`src/rtl/router_fifo.sv`:
```
`timescale 1ns/1ps
`default_nettype none
// ============================================================================
// Module  : router_fifo
// Brief   : Per-port router output FIFO with header tag and read-side packet
//           length tracking so the destination drains exactly one packet.
// Revision: 1.0 - initial release
// ============================================================================
module router_fifo #(
    parameter int WIDTH  = 8,
    parameter int DEPTH  = 16,
    parameter int ADDR_W = 4
) (
    input  logic             clock,
    input  logic             reset,
    input  logic             soft_reset,
    input  logic             write_enb,
    input  logic             read_enb,
    input  logic             lfd_state,
    input  logic [WIDTH-1:0] data_in,
    output logic             full,
    output logic             empty,
    output logic [WIDTH-1:0] data_out
);

    localparam int               c_CNT_W   = 7;
    localparam logic [ADDR_W:0]  c_PTR_ONE = {{ADDR_W{1'b0}}, 1'b1};
    localparam logic [c_CNT_W-1:0] c_CNT_ONE = {{(c_CNT_W-1){1'b0}}, 1'b1};

    logic [WIDTH:0]         r_mem [DEPTH];
    logic [ADDR_W:0]        r_wr_ptr;
    logic [ADDR_W:0]        r_rd_ptr;
    logic [c_CNT_W-1:0]     r_pkt_cnt;
    logic [WIDTH-1:0]       r_data_out;

    logic                   w_full;
    logic                   w_empty;
    logic                   w_clr;
    logic                   w_wr;
    logic                   w_rd;
    logic [WIDTH:0]         w_rd_word;
    logic [c_CNT_W-1:0]     w_hdr_cnt;

    // The extra pointer bit separates full (bits differ) from empty (bits equal).
    assign w_empty   = (r_wr_ptr == r_rd_ptr);
    assign w_full    = (r_wr_ptr[ADDR_W] != r_rd_ptr[ADDR_W]) &&
                       (r_wr_ptr[ADDR_W-1:0] == r_rd_ptr[ADDR_W-1:0]);
    assign w_clr     = reset || soft_reset;
    assign w_wr      = write_enb && !w_full;
    assign w_rd      = read_enb && !w_empty;
    assign w_rd_word = r_mem[r_rd_ptr[ADDR_W-1:0]];
    // Header length field plus one for the trailing parity byte.
    assign w_hdr_cnt = {1'b0, w_rd_word[7:2]} + c_CNT_ONE;

    always_ff @(posedge clock) begin
        if (w_clr) begin
            for (int i = 0; i < DEPTH; i++) begin
                r_mem[i][WIDTH] <= 1'b0;
            end
        end else if (w_wr) begin
            r_mem[r_wr_ptr[ADDR_W-1:0]] <= {lfd_state, data_in};
        end
    end

    always_ff @(posedge clock) begin
        if (w_clr) begin
            r_wr_ptr   <= '0;
            r_rd_ptr   <= '0;
            r_pkt_cnt  <= '0;
            r_data_out <= '0;
        end else begin
            if (w_wr) begin
                r_wr_ptr <= r_wr_ptr + c_PTR_ONE;
            end
            if (w_rd) begin
                r_rd_ptr   <= r_rd_ptr + c_PTR_ONE;
                r_data_out <= w_rd_word[WIDTH-1:0];
                if (w_rd_word[WIDTH]) begin
                    r_pkt_cnt <= w_hdr_cnt;
                end else if (r_pkt_cnt != '0) begin
                    r_pkt_cnt <= r_pkt_cnt - c_CNT_ONE;
                end
            end else if (r_pkt_cnt == '0) begin
                // Between packets the output idles at zero.
                r_data_out <= '0;
            end
        end
    end

    assign full     = w_full;
    assign empty    = w_empty;
    assign data_out = r_data_out;

endmodule
`default_nettype wire

```
`config.mk`:
```
export PLATFORM = sky130hd
export DESIGN_NAME = router_fifo
export DESIGN_NICKNAME = d
export VERILOG_FILES = /design/src/rtl/router_fifo.sv
export SDC_FILE = /design/constraint.sdc
export NUM_CORES = 1
export LEC_CHECK = 0
export ABC_AREA = 1
export CAP_MARGIN = 0
export CORE_MARGIN = 2
export CORE_UTILIZATION = 50
export CTS_CLUSTER_SIZE = 8
export DETAILED_ROUTE_END_ITERATION = 7
export PLACE_DENSITY = 0.7
export SETUP_SLACK_MARGIN = 0.4
export SLEW_MARGIN = 20
export SYNTH_ARGS = -nofsm -noshare
export SYNTH_HDL_FRONTEND = slang
export SYNTH_SLANG_ARGS = --single-unit
export TNS_END_PERCENT = 1
```
`constraint.sdc`:
```
create_clock -name clock -period 2 [get_ports clock]
set_input_delay 0.3 -clock clock [delete_from_list [all_inputs] [get_ports clock]]
set_output_delay 0.3 -clock clock [all_outputs]
set_load 0.1 [all_outputs]
```
# Word level (Yosys, flattened, before mapping)
# Memories as Yosys holds them, arrays and structs flattened. A register that Yosys moved wholly into a read port is not among the register bits.
# Cells that the tools add are included.
dict set report classes {
  n_addsub 4
  eq_ne 3
  n_reduce_logical 12
  mux 14
}
# cell count
set op_table {}
lappend op_table {{8-bit two-way mux} 2}
lappend op_table {{7-bit two-way mux} 2}
lappend op_table {{4-bit two-way mux} 3}
lappend op_table {{5-bit by 1-bit adder with 5-bit output (second input constant)} 2}
lappend op_table {{9-bit two-way mux} 1}
lappend op_table {{9-bit OR reduction} 1}
lappend op_table {{6-bit by 1-bit adder with 7-bit output (second input constant)} 1}
lappend op_table {{7-bit logical NOT} 1}
lappend op_table {{7-bit nonzero test} 1}
lappend op_table {{7-bit by 1-bit subtractor with 7-bit output (second input constant)} 1}
lappend op_table {{5-bit == test} 1}
lappend op_table {{1-bit two-way mux} 5}
lappend op_table {{4-bit == test} 1}
lappend op_table {{2-bit nonzero test} 2}
lappend op_table {{1-bit logical AND} 3}
lappend op_table {{1-bit logical NOT} 2}
lappend op_table {{2-bit two-way mux} 1}
lappend op_table {{2-bit AND reduction} 1}
lappend op_table {{1-bit logical OR} 1}
lappend op_table {{1-bit != test} 1}
dict set report totals {
  regBits 25
  out_inout_bits 10
  inputBits 14
  ramBits 144
  elab_cells 38
  memories 1
}
# memory words width rd rd_clocked_by_memory_dff write_ports line_no
set memory_table {}
lappend memory_table {r_mem 16 9 1 1 16 30} ;# logic [WIDTH:0] r_mem [DEPTH];

# Longest topological paths before layout
dict set report logic_depth {
  ltp_word 9
  ltp_mapped 16
  depth_no_buf 13
}

# Worst setup path after synthesis
# No wires, ideal clock.
dict set report synth_timing {
  path_kind {register to register}
  from {reg r_rd_ptr[0]}
  to {mem r_mem[3][0] (netlist name) (enable)}
  slack_ns -0.108
  setup_ns 0.383
  synth_period_minus_slack_ns 2.108
  path_stages_with_launch 10
  t_required_ns 1.617
  n_path_buf 1
  arrival_time_ns 1.724
  cell_sequence {dfxtp_1 xor2_1 nor2_1 nand2_1 or2_1 nand2_2 inv_1 nand2_1 buf_2 nor3_1}
}
# item line_no
set synth_lines {}
lappend synth_lines {{start, declared} 32} ;# logic [ADDR_W:0] r_rd_ptr;
lappend synth_lines {{start signal, assigned} 76} ;# r_rd_ptr <= r_rd_ptr + c_PTR_ONE;
lappend synth_lines {{end, declared} 30}

==> impl_metrics.csv <==
group,metric,value,unit
job,drv_cap,0,
placement,placed_cell_area,8574,µm²
setup_path,cp_top_family,"simple AND/OR/NAND/NOR gates",
setup_path,worst_ep_arrival_time,2100,ps
yosys,synth_most_common_cell,"nand2_1",
die,die-area,16340,µm²
setup_path,crit_path_max_incr_delay,370,ps
die,initial_core_util,50.81,%
cts,htree_levels,4,
min_path,hold_start,"r_pkt_cnt[6]",
yosys,synth_top_flop_cell,"edfxtp_1",
die,die_height,127.8,µm
timing,hold_viol,0,
placement,dp_hpwl,11660,µm
outcome,status,"finished clean",
route,ant_nets,0,
placement,placed_cells,999,
cts,numCtsBuffers,17,
yosys,syn_inst,778,
min_path,hold_path.class,"flop to flop",
yosys,synthTopCellsByArea,"edfxtp_1, nand2_1, dfxtp_1",
cts,root_buffer,"clkbuf_16",
layout,stdcell_area,9863,µm²
setup_path,r2r-start,"r_rd_ptr[1]",
cts,cts_tree,"built",
yosys,synthesis.nets,799,
yosys,syn_area,7667,µm²
die,core_area,15090,µm²
setup_path,r2r_end,"r_mem[0][8]",
timing,tightestPinTransition,906.5,ps
timing,fmax,510.3,MHz
global_routing,grt_pass1_wl,29150,µm
setup_path,worstPathMaxFanout,8,
yosys,ys_types,30,
yosys,synth_top_cells_by_count,"nand2_1, edfxtp_1, nand3_1",
pwr,leakage,3.808,nW
global_routing,grt.total_usage,23.65,%
yosys,syn_avg_cell_area,9.855,µm²
cts,cts_hold_buf,0,
placement,port_buffers,23,
cts,clock_path_buffers,2,
setup_path,endpoint_kind,"flop",
global_routing,grt_pass1_vias,5560,
cts,clk_pin_slew_worst_paths,60,ps
route,drt_pass1_iterations,5,
placement,gp_congestion,0.8907,
layout,drive_gt1_share,27.43,%
die,rows,45,
yosys,synth_async_sr_flop_share,0,%
setup_path,r2r_cells,11,
timing,rsz0062_at_grt,"yes",
timing,slew_violations,0,
setup_path,crit_chain,"xor2_1 -> nor2_1 -> nand2_1 -> or2_4 -> nand2_4 -> nor2_4 -> buf_4 -> nand2_4 -> buf_12 -> buf_4 -> nor3_4",
pwr,powerDensity,789.3,nW/µm²
setup_path,crit_required,2140,ps
cts,insertion_delay,420,ps
cts,cts.sinks,173,
setup_path,cp-start-kind,"flop",
min_path,min_path_cells,2,
yosys,ys_ff_latch,173,
global_routing,antenna_found_initial,0,
layout,finalNonFillerCells,1041,
placement,preCtsSetupSlack,2.971,ps
min_path,hold_end,"r_pkt_cnt[6]",
timing,finalCriticalPeriod,1960,ps
route,drtIter0Drc,548,
die,ios,24,
yosys,yosysWarnings,0,
yosys,synth-edff-count,144,
die,die_w,127.8,µm
timing,setup_viol,0,
layout,diodes,0,
route,routed_via_density,5.588,
timing,finalClockSkew,5.109,ps
timing,fin_crit_sh,97.99,%
yosys,ys_seq_area_share,63.97,%
yosys,synth_largest_area_cell,"edfxtp_1",
timing,hold_ws,464.3,ps
timing,setup_slack,40.21,ps
setup_path,path_buf_inv,3,
layout,fill_cells,1118,
setup_path,path_class,"flop to flop",
route,wirelength,19390,µm
layout,area_growth,28.64,%
yosys,post-synth-top-area-fraction,56.40,%
route,vias,5817,
route,wl_per_cell,18.63,µm
setup_path,cp_slowest_cell,"dfxtp_4",
layout,layout.nets,861,
pwr,ir_drop,0.6558,mV
global_routing,grt_max_degree,52,
route,route.detailed.drc,0,
timing,slew_headroom,39.50,%
global_routing,gr-total-overflow,0,
setup_path,r2r_setup_slack,40,ps
-- worst register-to-register path, stage by stage (launching register included) --
cell and delay, ps:
dfxtp_4 370, xor2_1 150, nor2_1 140, nand2_1 70, or2_4 260, nand2_4 120
nor2_4 50, buf_4 130, nand2_4 80, buf_12 150, buf_4 130, nor3_4 40
-- how the worst max path moves through the flow --
stage,startpoint,end,slack [ps],cells after the start
after floorplan,r_rd_ptr[0],r_mem[3][0],280,9
after global placement,soft_reset,r_mem[4][2],30,7
after detailed placement,soft_reset,r_mem[13][2],3,6
after CTS,r_rd_ptr[2],full,-10,6
after global routing,r_rd_ptr[1],r_mem[6][8],-30,11
final,r_rd_ptr[1],r_mem[0][8],40,11
-- power by group --
group          switching (mW)  total [mW]  internal [mW]  leakage [nW]
sequential             0.0165        3.94           3.92          1.57
clock                    1.37        3.21           1.84         0.266
combinational           0.414       0.639          0.225          1.97
total                    1.80        7.78           5.98          3.81
-- final cells by class --
type                       count  area, µm²  share of cell area, %
clock buffer                  18      429.2                  4.351
clock inverter                14      141.4                  1.433
inverter                      76      325.3                  3.298
multi-input combinational    493       2878                  29.18
sequential                   173       4930                  49.98
tap                          188      235.2                  2.385
timing repair buffer          79      924.6                  9.375
-- state kept, by name (all words and copies together), names as in the netlist, named ones only --
register	count
data_out	8
r_rd_ptr	5
r_pkt_cnt	7
r_wr_ptr	5
r_mem	144
-- per-stage QoR --
stage          util [%]  total power [mW]  TNS [ps]
2_1_floorplan         -             4.341         0
4_1_cts           63.57             7.748    -9.725
5_1_grt           65.36             8.019    -534.2
6_report          65.36             7.785         0
3_5_place_dp      56.82             4.548         0
3_3_place_gp      56.82             4.538         0
-- repair_timing --
item                       in CTS  in global routing
buffers inserted                0                  6
gates cloned                    0                  4
setup endpoints to repair     181                185
gates resized for setup       128                 32
pin swaps                      65                 25
-- placed cells by master (no fill, tap or decap), drive strengths merged --
cell type and n:
edfxtp 144, xnor2 1, a21boi 1, clkinvlp 5, o21ai 36, nor4 3
nand3 85, nor3b 2, or2 3, clkdlybuf4s50 13, a22oi 6, nor3 17
inv 74, ha 7, clkbuf 22, xor2 4, buf 62, nand2 229
dfxtp 29, a21oi 34, nor2 58, a211oi 1, o211ai 6, clkinv 9
bufinv 2
-- layer usage --
metal | vias to the layer above | part of all wire, % | global-route usage [%]
li1 | 2740 | - | -
met1 | 2823 | 41 | 31.08
met2 | 224 | 50 | 39.23
met3 | 30 | 6.9 | 4.925
met4 | 0 | 1.9 | 8.403
met5 | - | 0 | 0
-- kinds of logic (layout without fill, tap and decap cells) --
kind of cell             count (synthesis)  after routing  synth area share (%)
AND/OR/NAND/NOR                        397            397                 21.92
adder cells (fa/ha/maj)                  7              7                 1.142
buffers and inverters                  112            187                 6.462
AO/OA/AOI/OAI                           84             84                 5.940
flip-flops                             173            173                 63.97
XOR/XNOR                                 5              5                0.5711
No activity file was read; power rests on OpenSTA's default activity.
